### config.mk
export PLATFORM = sky130hd
export DESIGN_NAME = riscv_fetch_issue
export DESIGN_NICKNAME = d
export VERILOG_FILES = /design/src/rtl/riscv_pkg.sv /design/src/rtl/riscv_prefetch_fifo.sv /design/src/rtl/riscv_fetch_issue.sv
export SDC_FILE = /design/constraint.sdc
export NUM_CORES = 1
export LEC_CHECK = 0
export ABC_AREA = 1
export CAP_MARGIN = 20
export CORE_ASPECT_RATIO = 1.75
export CORE_MARGIN = 3
export CORE_UTILIZATION = 54
export DETAILED_ROUTE_END_ITERATION = 8
export GPL_TIMING_DRIVEN = 0
export HOLD_SLACK_MARGIN = 0.05
export PLACE_DENSITY = 0.72
export SYNTH_ARGS = -nofsm -noshare
export SYNTH_HDL_FRONTEND = slang
export SYNTH_SLANG_ARGS = --single-unit
### constraint.sdc
create_clock -name clk -period 13.25 [get_ports clk]
set_clock_uncertainty 0.15 [all_clocks]
set_input_delay 2.65 -clock clk [delete_from_list [all_inputs] [get_ports clk]]
set_output_delay 2.65 -clock clk [all_outputs]
set_load 0.05 [all_outputs]
### src/rtl/riscv_pkg.sv
// Shared definitions for the fetch/issue front end.
//   - opcode class constants (bits [6:0] of an instruction)
//   - front-end state encoding
//   - prefetch FIFO entry layout {pc, instr}
//   - immediate decoders for B-type and J-type instructions
package riscv_pkg;

   localparam logic [6:0] OP_BRANCH = 7'b1100011;
   localparam logic [6:0] OP_JAL    = 7'b1101111;
   localparam logic [6:0] OP_JALR   = 7'b1100111;
   localparam logic [6:0] OP_SYSTEM = 7'b1110011;

   localparam logic [1:0] ST_IDLE    = 2'd0;
   localparam logic [1:0] ST_FETCH   = 2'd1;
   localparam logic [1:0] ST_WAIT_BR = 2'd2;
   localparam logic [1:0] ST_HALT    = 2'd3;

   typedef struct packed {
      logic [31:0] pc;
      logic [31:0] instr;
   } fetch_entry_t;

   function automatic logic [31:0] imm_b(input logic [31:0] instr);
      return {{20{instr[31]}}, instr[7], instr[30:25], instr[11:8], 1'b0};
   endfunction

   function automatic logic [31:0] imm_j(input logic [31:0] instr);
      return {{12{instr[31]}}, instr[19:12], instr[20], instr[30:21], 1'b0};
   endfunction

endpackage

### src/rtl/riscv_prefetch_fifo.sv
// Prefetch FIFO holding {pc, instr} pairs between instruction memory and issue.
// Ports:
//   clk, reset_n  : clock, asynchronous active-low reset
//   flush_i       : synchronous clear; wins over a simultaneous push/pop
//   push_i/wdata_i: write one 64-bit entry
//   pop_i         : advance the head (caller guarantees non-empty)
//   rdata_o       : head entry (registered storage, no write-to-read bypass)
//   count_o       : number of valid entries
//   empty_o       : count_o == 0
module riscv_prefetch_fifo
   import riscv_pkg::*;
#(
   parameter int DEPTH = 4
) (
   input  logic                   clk,
   input  logic                   reset_n,
   input  logic                   flush_i,
   input  logic                   push_i,
   input  logic [63:0]            wdata_i,
   input  logic                   pop_i,
   output logic [63:0]            rdata_o,
   output logic [$clog2(DEPTH):0] count_o,
   output logic                   empty_o
);

   localparam int PTR_W = $clog2(DEPTH);

   logic [63:0]      mem_q [DEPTH];
   logic [PTR_W-1:0] wr_ptr_q;
   logic [PTR_W-1:0] rd_ptr_q;
   logic [PTR_W:0]   count_q;

   always_ff @(posedge clk or negedge reset_n) begin
      if (!reset_n) begin
         wr_ptr_q <= '0;
         rd_ptr_q <= '0;
         count_q  <= '0;
      end else if (flush_i) begin
         wr_ptr_q <= '0;
         rd_ptr_q <= '0;
         count_q  <= '0;
      end else begin
         if (push_i) wr_ptr_q <= wr_ptr_q + PTR_W'(1);
         if (pop_i)  rd_ptr_q <= rd_ptr_q + PTR_W'(1);
         case ({push_i, pop_i})
            2'b10:   count_q <= count_q + (PTR_W + 1)'(1);
            2'b01:   count_q <= count_q - (PTR_W + 1)'(1);
            default: count_q <= count_q;
         endcase
      end
   end

   // Storage carries no reset; validity is tracked by the pointers/count.
   always_ff @(posedge clk) begin
      if (push_i && !flush_i) mem_q[wr_ptr_q] <= wdata_i;
   end

   assign rdata_o = mem_q[rd_ptr_q];
   assign count_o = count_q;
   assign empty_o = (count_q == '0);

endmodule

### src/rtl/riscv_fetch_issue.sv
// Instruction fetch-and-issue front end feeding the core's push interface.
// Ports:
//   clk, reset_n      : clock, asynchronous active-low reset
//   run               : level enable for fetch/issue
//   imem_en/imem_addr : read strobe and word address to instruction SRAM
//   imem_rdata        : SRAM read data, valid the cycle after imem_en
//   push_ops/opcode/issue_pc : registered issue of one instruction per cycle
//   branch_taken      : core's registered branch outcome
//   halted            : registered, high once a JALR/SYSTEM has been issued
module riscv_fetch_issue
   import riscv_pkg::*;
#(
   parameter int          IMEM_AW    = 10,
   parameter int          FIFO_DEPTH = 4,
   parameter logic [31:0] RESET_PC   = 32'h0
) (
   input  logic               clk,
   input  logic               reset_n,
   input  logic               run,
   output logic               imem_en,
   output logic [IMEM_AW-1:0] imem_addr,
   input  logic [31:0]        imem_rdata,
   output logic               push_ops,
   output logic [31:0]        opcode,
   output logic [31:0]        issue_pc,
   input  logic               branch_taken,
   output logic               halted
);

   localparam int          CNT_W   = $clog2(FIFO_DEPTH) + 1;
   localparam logic [CNT_W:0] DEPTH_L = (CNT_W + 1)'(FIFO_DEPTH);
   // Byte-address space covered by the instruction memory; PCs wrap inside it.
   localparam logic [31:0] PC_MASK = (32'h1 << (IMEM_AW + 2)) - 32'h1;

   logic [1:0]  state_q, state_d;
   logic [31:0] fetch_pc_q, fetch_pc_d;
   logic        epoch_q, epoch_d;
   logic        wcnt_q, wcnt_d;
   logic        rd_vld_q;
   logic [31:0] rd_pc_q;
   logic        rd_epoch_q;
   logic        push_q;
   logic [31:0] opcode_q;
   logic [31:0] issue_pc_q;
   logic        halted_q;
   logic [31:0] br_pc_q;
   logic [31:0] br_imm_q;

   logic             fetch_go;
   logic             pop;
   logic             flush;
   logic             wr_en;
   logic [63:0]      fifo_rdata;
   logic [CNT_W-1:0] fifo_cnt;
   logic             fifo_empty;
   logic [CNT_W:0]   occ;
   fetch_entry_t     head;
   logic [6:0]       head_op;
   logic [31:0]      pc_inc;
   logic [31:0]      jal_tgt;
   logic [31:0]      br_tgt;

   riscv_prefetch_fifo #(
      .DEPTH (FIFO_DEPTH)
   ) u_fifo (
      .clk     (clk),
      .reset_n (reset_n),
      .flush_i (flush),
      .push_i  (wr_en),
      .wdata_i ({rd_pc_q, imem_rdata}),
      .pop_i   (pop),
      .rdata_o (fifo_rdata),
      .count_o (fifo_cnt),
      .empty_o (fifo_empty)
   );

   assign head    = fetch_entry_t'(fifo_rdata);
   assign head_op = head.instr[6:0];

   // Reserve a FIFO slot for every outstanding read so returning data always fits.
   assign occ      = {1'b0, fifo_cnt} + {{CNT_W{1'b0}}, rd_vld_q};
   assign fetch_go = ((state_q == ST_FETCH) || (state_q == ST_WAIT_BR)) && (occ < DEPTH_L);
   assign pop      = (state_q == ST_FETCH) && !fifo_empty;
   // Reads issued before a redirect carry the old epoch and are dropped here.
   assign wr_en    = rd_vld_q && (rd_epoch_q == epoch_q);

   assign pc_inc  = (fetch_pc_q + 32'd4) & PC_MASK;
   assign jal_tgt = (head.pc + imm_j(head.instr)) & PC_MASK;
   assign br_tgt  = (br_pc_q + br_imm_q) & PC_MASK;

   always_comb begin
      state_d    = state_q;
      fetch_pc_d = fetch_go ? pc_inc : fetch_pc_q;
      epoch_d    = epoch_q;
      wcnt_d     = wcnt_q;
      flush      = 1'b0;
      case (state_q)
         ST_IDLE: begin
            if (run) state_d = ST_FETCH;
         end
         ST_FETCH: begin
            state_d = run ? ST_FETCH : ST_IDLE;
            if (pop) begin
               if (head_op == OP_JAL) begin
                  fetch_pc_d = jal_tgt;
                  flush      = 1'b1;
                  epoch_d    = ~epoch_q;
               end else if (head_op == OP_BRANCH) begin
                  state_d = ST_WAIT_BR;
                  wcnt_d  = 1'b0;
               end else if ((head_op == OP_JALR) || (head_op == OP_SYSTEM)) begin
                  state_d = ST_HALT;
               end
            end
         end
         ST_WAIT_BR: begin
            // First edge lets the core evaluate; the second edge samples its result.
            if (!wcnt_q) begin
               wcnt_d = 1'b1;
            end else begin
               state_d = run ? ST_FETCH : ST_IDLE;
               if (branch_taken) begin
                  fetch_pc_d = br_tgt;
                  flush      = 1'b1;
                  epoch_d    = ~epoch_q;
               end
            end
         end
         default: begin
            state_d = state_q;
         end
      endcase
   end

   always_ff @(posedge clk or negedge reset_n) begin
      if (!reset_n) begin
         state_q    <= ST_IDLE;
         fetch_pc_q <= RESET_PC;
         epoch_q    <= 1'b0;
         wcnt_q     <= 1'b0;
         rd_vld_q   <= 1'b0;
         rd_pc_q    <= '0;
         rd_epoch_q <= 1'b0;
         push_q     <= 1'b0;
         opcode_q   <= '0;
         issue_pc_q <= '0;
         halted_q   <= 1'b0;
      end else begin
         state_q    <= state_d;
         fetch_pc_q <= fetch_pc_d;
         epoch_q    <= epoch_d;
         wcnt_q     <= wcnt_d;
         rd_vld_q   <= fetch_go;
         if (fetch_go) begin
            rd_pc_q    <= fetch_pc_q;
            rd_epoch_q <= epoch_q;
         end
         push_q <= pop;
         if (pop) begin
            opcode_q   <= head.instr;
            issue_pc_q <= head.pc;
         end
         halted_q <= (state_d == ST_HALT);
      end
   end

   // Branch context is only consumed in WAIT_BR, so it needs no reset.
   always_ff @(posedge clk) begin
      if (pop && (head_op == OP_BRANCH)) begin
         br_pc_q  <= head.pc;
         br_imm_q <= imm_b(head.instr);
      end
   end

   assign imem_en   = fetch_go;
   assign imem_addr = fetch_pc_q[IMEM_AW+1:2];
   assign push_ops  = push_q;
   assign opcode    = opcode_q;
   assign issue_pc  = issue_pc_q;
   assign halted    = halted_q;

endmodule

==> impl_metrics.tcl, run 1 <==
set metrics [dict create \
    synthDistinctLibCells 40 \
    layout.nets 1851 \
    final_common_cell "nand2_1" \
    rrSetupSlack_ps 8880 \
    critPathMaxFanout 11 \
    finalCritPeriodShare 0.477 \
    arrival_ps 3530 \
    wl_per_cell_um 20.6 \
    clock_latency_ps 550 \
    start_kind "register" \
    power_density_nw_per_um2 259 \
    syn-instance-count 1621 \
    max-cap-violations 0 \
    synth-async-reset-ratio 0.339 \
    worstSetupPathType "reg2out" \
    finalSetupViolCount 0 \
    cts_resized 0 \
    hold_viol_final 0 \
    gp_congestion 0.903 \
    ys_ff_latch 422 \
    die_h_um 246 \
    final_cell_mix "nand2_1, edfxtp_1, nor2_1" \
    drt-total-wl_um 45500 \
    path_clk_slew_ps 60 \
    hp-class "reg2reg" \
    die_x_um 143 \
    clock_sinks 422 \
    power_uw 5390 \
    synth_area_um2 17700 \
    drtIter0Drc 827 \
    synth_edf_count 279 \
    grt_pass1_vias 12800 \
    cts_hold_buf 0 \
    post-cts-setup-buffer-count 0 \
    tns_ps 0 \
    drive_gt1_frac 0.0861 \
    antenna_found_initial 1 \
    synth.yosys.seq_area_share 0.675 \
    max-vdd-ir-drop_uv 133 \
    syn2layout_area_growth_pct 17.4 \
    tritoncts "done" \
    yosysWarnings 0 \
    status "finished clean" \
    worst_pin_slew_ps 942 \
    syn-num-nets 1689 \
    fin_crit_ps 6330 \
    dpl_worst_slack_ps 7500 \
    grt_use_total 0.260 \
    root_buffer "clkbuf_16" \
    globalRouteOverflowTotal 0 \
    cp.required_ps 10450 \
    grt_max_degree 76 \
    grt_pass1_wl_um 69400 \
    crit_slowest_cell "clkdlybuf4s50_1" \
    die_area_um2 35100 \
    drcViolationCount 0 \
    vias 12500 \
    worst_slack_ps 6920 \
    port_buffers 112 \
    rsz0062_at_grt "false" \
    ys.flop_type "edfxtp_1" \
    hpwl_um 31600 \
    fin_cells 2212 \
    synth.avg_cell_area_um2 10.9 \
    numCtsBuffers 37 \
    start_util 0.548 \
    core_area_um2 32300 \
    cts_max_path_buffers 3 \
    slew_violations 0 \
    firstDrtPassIters 5 \
    ant_nets 0 \
    dpl.cell_count 2144 \
    end_kind "output pin" \
    leakagePower_uw 0.00832 \
    cpPeakStageDelay_ps 900 \
    rows 87 \
    max_freq_mhz 158 \
    cp_cell_sequence "inv_1 > ha_1 > inv_1 > nor2_1 > nand2_1 > inv_2 > buf_2 > buf_2 > clkdlybuf4s50_1" \
    htreeDepth 2 \
    pin_count 113 \
    drt-vias-per-instance 5.65 \
    relSlewSlack 0.371 \
]
==> synth_stat cells, drive strengths merged (5+ instances only) <==
master	count	share of area
a31oi	30	0.011
xor2	9	0.0045
clkbuf	37	0.0078
nor2	255	0.056
edfxtp	279	0.47
nor3	24	0.012
or2	5	0.0018
dfrtp	143	0.20
nand3	64	0.019
xnor2	5	0.0025
o22ai	26	0.0092
inv	100	0.021
nand2	364	0.079
ha	29	0.020
buf	44	0.016
o21ai	160	0.046
a21oi	23	0.0065
==> layout make-up <==
class / instances / area (µm²)
multi-input combinational: 1018 / 4970
sequential: 422 / 12000
clock inverter: 11 / 92.6
buffer: 81 / 429
tap: 400 / 500
antenna: 1 / 2.50
fill: 2455 / 11500
clock buffer: 56 / 1060
inverter: 100 / 378
timing repair buffer: 123 / 1400
==> registers in the layout, indices dropped and copies added, names as in the netlist <==
register / count
br_imm_q: 11
br_pc_q: 12
epoch_q: 1
fetch_pc_q: 32
halted: 1
issue_pc: 32
opcode: 32
push_ops: 1
rd_epoch_q: 1
rd_pc_q: 32
rd_vld_q: 1
state_q: 2
u_fifo.count_o: 3
u_fifo.mem_q: 256
u_fifo.rd_ptr_q: 2
u_fifo.wr_ptr_q: 2
wcnt_q: 1
==> logic make-up (layout without fill, tap and decap cells) <==
family                   count (synthesis)  in the layout  share of synthesized area
AND/OR/NAND/NOR                        719            719                      0.170
flip-flops                             422            422                      0.675
AO/OA/AOI/OAI                          253            253                     0.0784
buffers and inverters                  181            371                     0.0456
adder cells (fa/ha/maj)                 32             32                     0.0239
XOR/XNOR                                14             14                    0.00693
other                                    0              1                          0
==> critical path: cells and delay by family (launching register included) <==
| kind | cells | cell delay (ps) |
|---|---|---|
| adder cells (fa/ha/maj) | 1 | 380 |
| AND/OR/NAND/NOR | 2 | 220 |
| flip-flops | 1 | 410 |
| buffers and inverters | 6 | 1970 |
==> metal layers <==
metal	part of all wire	wire, µm	up-vias	GRT usage
met3	0.044	2020	124	0.0292
met5	0	0	-	0
met2	0.55	25000	419	0.481
met1	0.36	16100	6153	0.289
met4	0.050	2280	0	0.134
li1	-	-	5806	-
==> power breakdown <==
part	leakage (µW)	internal (µW)	switching (µW)	total, µW
clock	0.000564	575	463	1040
combinational	0.00338	742	1790	2530
sequential	0.00437	1680	134	1820
==> worst paths after layout <==
kind / end / start / depth (start not counted)
min in group asynchronous: opcode[28] / reset_n / 1
hold reg to reg: opcode[8] / opcode[8] / 2
max in group asynchronous: opcode[13] / reset_n / 2
setup reg to reg: fetch_pc_q[9] / u_fifo.rd_ptr_q[1] / 18
hold / removal: opcode[8] / opcode[8] / 2
setup / recovery: imem_en / state_q[1] / 9
==> metrics by stage <==
stage | hold WS (ps) | instance area [µm²] | utilization
floorplan | 292 | 17700 | -
global placement | 314 | 19300 | 0.598
detailed placement | 318 | 19600 | 0.607
CTS | 335 | 20800 | 0.643
global route | 364 | 20800 | 0.643
finish | 332 | 20800 | 0.643
No activity file was read; power rests on OpenSTA's default activity.
==> run 2: changes to the inputs <==
--- a/config.mk
+++ b/config.mk
@@ -9,11 +9,11 @@
 export CAP_MARGIN = 20
 export CORE_ASPECT_RATIO = 1.75
 export CORE_MARGIN = 3
-export CORE_UTILIZATION = 54
+export CORE_UTILIZATION = 53
 export DETAILED_ROUTE_END_ITERATION = 8
 export GPL_TIMING_DRIVEN = 0
 export HOLD_SLACK_MARGIN = 0.05
-export PLACE_DENSITY = 0.72
+export PLACE_DENSITY = 0.73
 export SYNTH_ARGS = -nofsm -noshare
 export SYNTH_HDL_FRONTEND = slang
 export SYNTH_SLANG_ARGS = --single-unit
==> constraint.sdc (replaced) <==
create_clock -name clk -period 5.4 [get_ports clk]
set_clock_uncertainty 0.15 [all_clocks]
set_input_delay 1.08 -clock clk [delete_from_list [all_inputs] [get_ports clk]]
set_output_delay 1.08 -clock clk [all_outputs]
set_load 0.05 [all_outputs]
==> impl_metrics.tcl, run 2 (synthesis results as in run 1) <==
set metrics [dict create \
    dpl.cell_count 2142 \
    dpl_cell_area_um2 19500 \
    max-vdd-ir-drop_uv 396 \
    ant_nets 0 \
    status "finished clean" \
    finalSetupViolCount 0 \
    port_buffers 112 \
    firstDrtPassIters 8 \
    cts_hold_buf 0 \
    rrSetupSlack_ps 1130 \
    clock_latency_ps 540 \
    arrival_ps 3540 \
    cp.required_ps 4170 \
    numCtsBuffers 38 \
    worst_pin_slew_ps 948 \
    relSlewSlack 0.367 \
    drt-met1-wl_um 15800 \
    die_h_um 248 \
    regArea_um2 12000 \
    rsz0062_at_grt "false" \
    vias 12500 \
    cts_resized 0 \
    pin_count 113 \
    antenna_found_initial 1 \
    fin_cells 2213 \
    core_area_um2 32500 \
    dpl_worst_slack_ps 1210 \
    grt_use_total 0.256 \
    regMostFlops "u_fifo.mem_q" \
    slew_violations 0 \
    hp-class "reg2reg" \
    leakagePower_uw 0.00835 \
    max_freq_mhz 210 \
    syn2layout_area_growth_pct 17.6 \
    path_clk_slew_ps 60 \
    largest_reg_flops 256 \
    gp_congestion 0.908 \
    drive_gt1_frac 0.0883 \
    tritoncts "done" \
    root_buffer "clkbuf_16" \
    wl_per_cell_um 20.5 \
    fin_crit_ps 4770 \
    fill_cells 2436 \
    multi_input_area_um2 4970 \
    power_density_nw_per_um2 643 \
    grt_pass1_vias 12700 \
    htreeDepth 2 \
    wl_met3_um 2310 \
    worstSetupPathType "reg2out" \
    globalRouteOverflowTotal 0 \
    drt-vias-per-instance 5.66 \
    rows 87 \
    hold_viol_final 0 \
    layout.nets 1850 \
    hpwl_um 31200 \
    clock_sinks 422 \
    top_layer "met4" \
    final_area_um2 20800 \
    die_x_um 144 \
    start_util 0.544 \
    max-cap-violations 0 \
    drt-total-wl_um 45300 \
    final_common_cell "nand2_1" \
    final_cell_mix "nand2_1, edfxtp_1, nor2_1" \
    grt_pass1_wl_um 69400 \
    end_kind "output pin" \
    grt_max_degree 74 \
    wl_met2_um 25100 \
    die_area_um2 35700 \
    drtIter0Drc 872 \
    worst_slack_ps 632 \
    critPathMaxFanout 11 \
    drcViolationCount 0 \
    cts_max_path_buffers 3 \
    start_kind "register" \
    finalCritPeriodShare 0.883 \
    post-cts-setup-buffer-count 0 \
]
-- run 2: cell types whose count changed in the layout (fill, tap and decap cells not counted), sizes merged --
cell | previous run | this run
buf | 56 | 54
clkinv | 9 | 15
bufinv | 1 | 3
inv | 100 | 102
clkbuf | 93 | 86
-- run 2: stage by stage --
stage | total power (µW) | utilization | hold slack (ps) | TNS (ps)
after floorplan | 8480 | - | 292 | 0
after global placement | 10500 | 0.594 | 313 | -1100720
after detailed placement | 10700 | 0.601 | 315 | 0
after CTS | 13400 | 0.640 | 332 | 0
after global routing | 14100 | 0.640 | 348 | 0
final | 13400 | 0.640 | 325 | 0
-- run 2: critical path, stage by stage (launching register included) --
cell,delay [ps]
dfrtp_1,420
inv_1,110
ha_1,390
inv_1,140
nor2_1,110
nand2_1,100
inv_2,90
buf_2,300
buf_2,430
clkdlybuf4s50_1,890
-- run 2: area by class of cell --
type	instances	area share
diodes	1	0.000120
plain buffers	81	0.0206
clock buffers	49	0.0522
clock inverters	21	0.00884
inverters	100	0.0182
multi-input cells	1018	0.239
flip-flops and latches	422	0.574
well taps	400	0.0240
repair buffers	121	0.0629
-- run 2: path summary, 6_finish.rpt --
path	from	end	cells after the start
worst min register to register	opcode[7]	opcode[7]	2
worst max-delay path	state_q[1]	imem_en	9
max in group asynchronous	reset_n	opcode[14]	2
worst min-delay path	opcode[7]	opcode[7]	2
worst max register to register	u_fifo.rd_ptr_q[1]	fetch_pc_q[9]	18
min in group asynchronous	reset_n	push_ops	1
-- run 2: per-layer routing --
layer | up-vias | global-route usage
li1 | 5802 | -
met4 | 0 | 0.116
met1 | 6155 | 0.285
met3 | 115 | 0.0295
met2 | 454 | 0.482
met5 | - | 0
-- run 2: where the power goes --
part / leakage (µW) / switching, µW / internal, µW
Clock: 0.000628 / 1160 / 1570
Combinational: 0.00335 / 4380 / 1810
Sequential: 0.00437 / 334 / 4130
Total: 0.00835 / 5880 / 7510
==> run 3: changes to the inputs <==
--- a/config.mk
+++ b/config.mk
@@ -16,4 +16,5 @@
 export PLACE_DENSITY = 0.73
 export SYNTH_ARGS = -nofsm -noshare
 export SYNTH_HDL_FRONTEND = slang
+export SYNTH_HIERARCHICAL = 1
 export SYNTH_SLANG_ARGS = --single-unit
==> impl_metrics.tcl, run 3 <==
set metrics [dict create \
    synth.yosys.seq_area_share 0.688 \
    syn2layout_area_growth_pct 18.0 \
    crit_slowest_cell "clkdlybuf4s50_1" \
    syn-num-nets 1621 \
    largest_reg_flops 256 \
    path_clk_slew_ps 70 \
    firstDrtPassIters 5 \
    root_buffer "clkbuf_16" \
    layout.nets 1782 \
    pwr-share-seq 0.344 \
    synth_edf_count 279 \
    leakagePower_uw 0.00822 \
    worst_slack_ps 914 \
    p_sw_uw 5470 \
    power_uw 12800 \
    ant_nets 0 \
    max-vdd-ir-drop_uv 400 \
    clock_sinks 422 \
    ys.flop_type "edfxtp_1" \
    final_cell_mix "nand2_1, edfxtp_1, nor2_1" \
    power_density_nw_per_um2 624 \
    relSlewSlack 0.280 \
    yosys-top-cells-area "edfxtp_1, dfrtp_1, nand2_1" \
    numCtsBuffers 36 \
    tritoncts "done" \
    internal-power_uw 7310 \
    clock_latency_ps 540 \
    post-cts-setup-buffer-count 0 \
    gp_congestion 0.907 \
    ys_ff_latch 422 \
    hp-class "reg2reg" \
    cp.required_ps 4170 \
    power_frac_comb 0.451 \
    max_freq_mhz 223 \
    yosys-top-cells-count "nand2_1, edfxtp_1, nor2_1, dfrtp_1, o21ai_0" \
    start_kind "register" \
    rsz0062_at_grt "false" \
    slew_violations 0 \
    hpwl_um 30000 \
    cts_hold_buf 0 \
    drive_gt1_frac 0.0839 \
    drt-vias-per-instance 5.63 \
    max-cap-violations 0 \
    status "finished clean" \
    die_h_um 245 \
    synthDistinctLibCells 37 \
    die_area_um2 35100 \
    globalRouteOverflowTotal 0 \
    drtIter0Drc 890 \
    worstSetupPathType "reg2out" \
    synth_most_common_cell "nand2_1" \
    htreeDepth 2 \
    synth_top_area_frac 0.482 \
    yosysWarnings 6 \
    syn-instance-count 1553 \
    grt_pass1_vias 12400 \
    rows 87 \
    arrival_ps 3260 \
    cp_cell_sequence "inv_1 > ha_1 > inv_2 > nor2_2 > nand2_2 > clkinv_2 > buf_2 > clkdlybuf4s50_1" \
    start_util 0.537 \
    vias 12100 \
    synth_top_cell_by_area "edfxtp_1" \
    grt_max_degree 78 \
    hold_viol_final 0 \
    core_area_um2 32300 \
    synth.avg_cell_area_um2 11.2 \
    cts_resized 0 \
    cts_max_path_buffers 3 \
    final_common_cell "nand2_1" \
    die_x_um 143 \
    synth-async-reset-ratio 0.339 \
    grt_pass1_wl_um 66700 \
    regMostFlops "u_fifo/mem_q" \
    finalSetupViolCount 0 \
    worst_pin_slew_ps 1070 \
    port_buffers 112 \
    fin_crit_ps 4490 \
    synth_area_um2 17400 \
    dpl_worst_slack_ps 1030 \
    critPathMaxFanout 11 \
    drcViolationCount 0 \
    antenna_found_initial 1 \
    wl_per_cell_um 20.0 \
    finalCritPeriodShare 0.831 \
    pin_count 113 \
    p_sw_frac 0.428 \
    grt_use_total 0.248 \
    power_frac_clock 0.205 \
    cpPeakStageDelay_ps 890 \
    end_kind "output pin" \
    drt-total-wl_um 42800 \
]
## run 3: layout make-up
class | count | area (µm²)
multi-input cells | 955 | 4610
inverters | 99 | 375
flip-flops and latches | 422 | 12000
repair buffers | 123 | 1390
diodes | 1 | 2.50
clock buffers | 47 | 1010
fillers | 2424 | 11800
plain buffers | 77 | 462
well taps | 400 | 500
clock inverters | 18 | 183
## run 3: worst paths after layout
kind / from / endpoint / slack, ps / cells after the start
min in group asynchronous: reset_n / push_ops / 380 / 1
hold reg to reg: opcode[16] / opcode[16] / 320 / 2
hold / removal: opcode[16] / opcode[16] / 320 / 2
setup / recovery: state_q[0] / imem_en / 910 / 8
setup reg to reg: u_fifo/rd_ptr_q[0] / u_fifo/mem_q[0][14] / 1210 / 14
max in group asynchronous: reset_n / issue_pc[23] / 3850 / 2
## run 3: kinds of logic after synthesis
group                      count (synthesis)  synth area share
AOI/OAI and AO/OA                        274            0.0846
xor gates and xnor gates                  10           0.00504
adders and majority gates                 32            0.0244
buffers and inverters                    176            0.0482
DFF                                      422             0.688
and+or+nand+nor                          639             0.149
## run 3: power by group through the flow
stage / clock, µW / combinational [µW] / sequential [µW]
2_1_floorplan: 0 / 2930 / 5250
3_3_place_gp: 0 / 5540 / 4500
3_5_place_dp: 0 / 5730 / 4460
4_1_cts: 2660 / 5780 / 4400
5_1_grt: 2800 / 6230 / 4450
6_report: 2620 / 5760 / 4400
## run 3: critical path, delay by kind of cell (launching register included)
kind	cells	cell delay [ps]
adder cells (fa/ha/maj)	1	420
buffers and inverters	5	1640
flip-flops	1	410
AND/OR/NAND/NOR	2	220
## run 3: routing by layer
layer | part of all wire | track usage | up-vias
met5 | 0 | 0 | -
met4 | 0.067 | 0.154 | 0
met3 | 0.052 | 0.0344 | 150
met2 | 0.53 | 0.445 | 418
met1 | 0.35 | 0.274 | 5880
li1 | - | - | 5606
## run 3: metrics by stage
step,instance area (µm²),hold slack [ps],util,cells,setup TNS (ps)
2_1_floorplan,17400,292,-,1553,0
3_3_place_gp,19000,301,0.587,2065,-1100180
3_5_place_dp,19300,307,0.597,2076,0
4_1_cts,20500,323,0.634,2141,0
5_1_grt,20500,347,0.634,2142,0
6_report,20500,316,0.634,2142,0
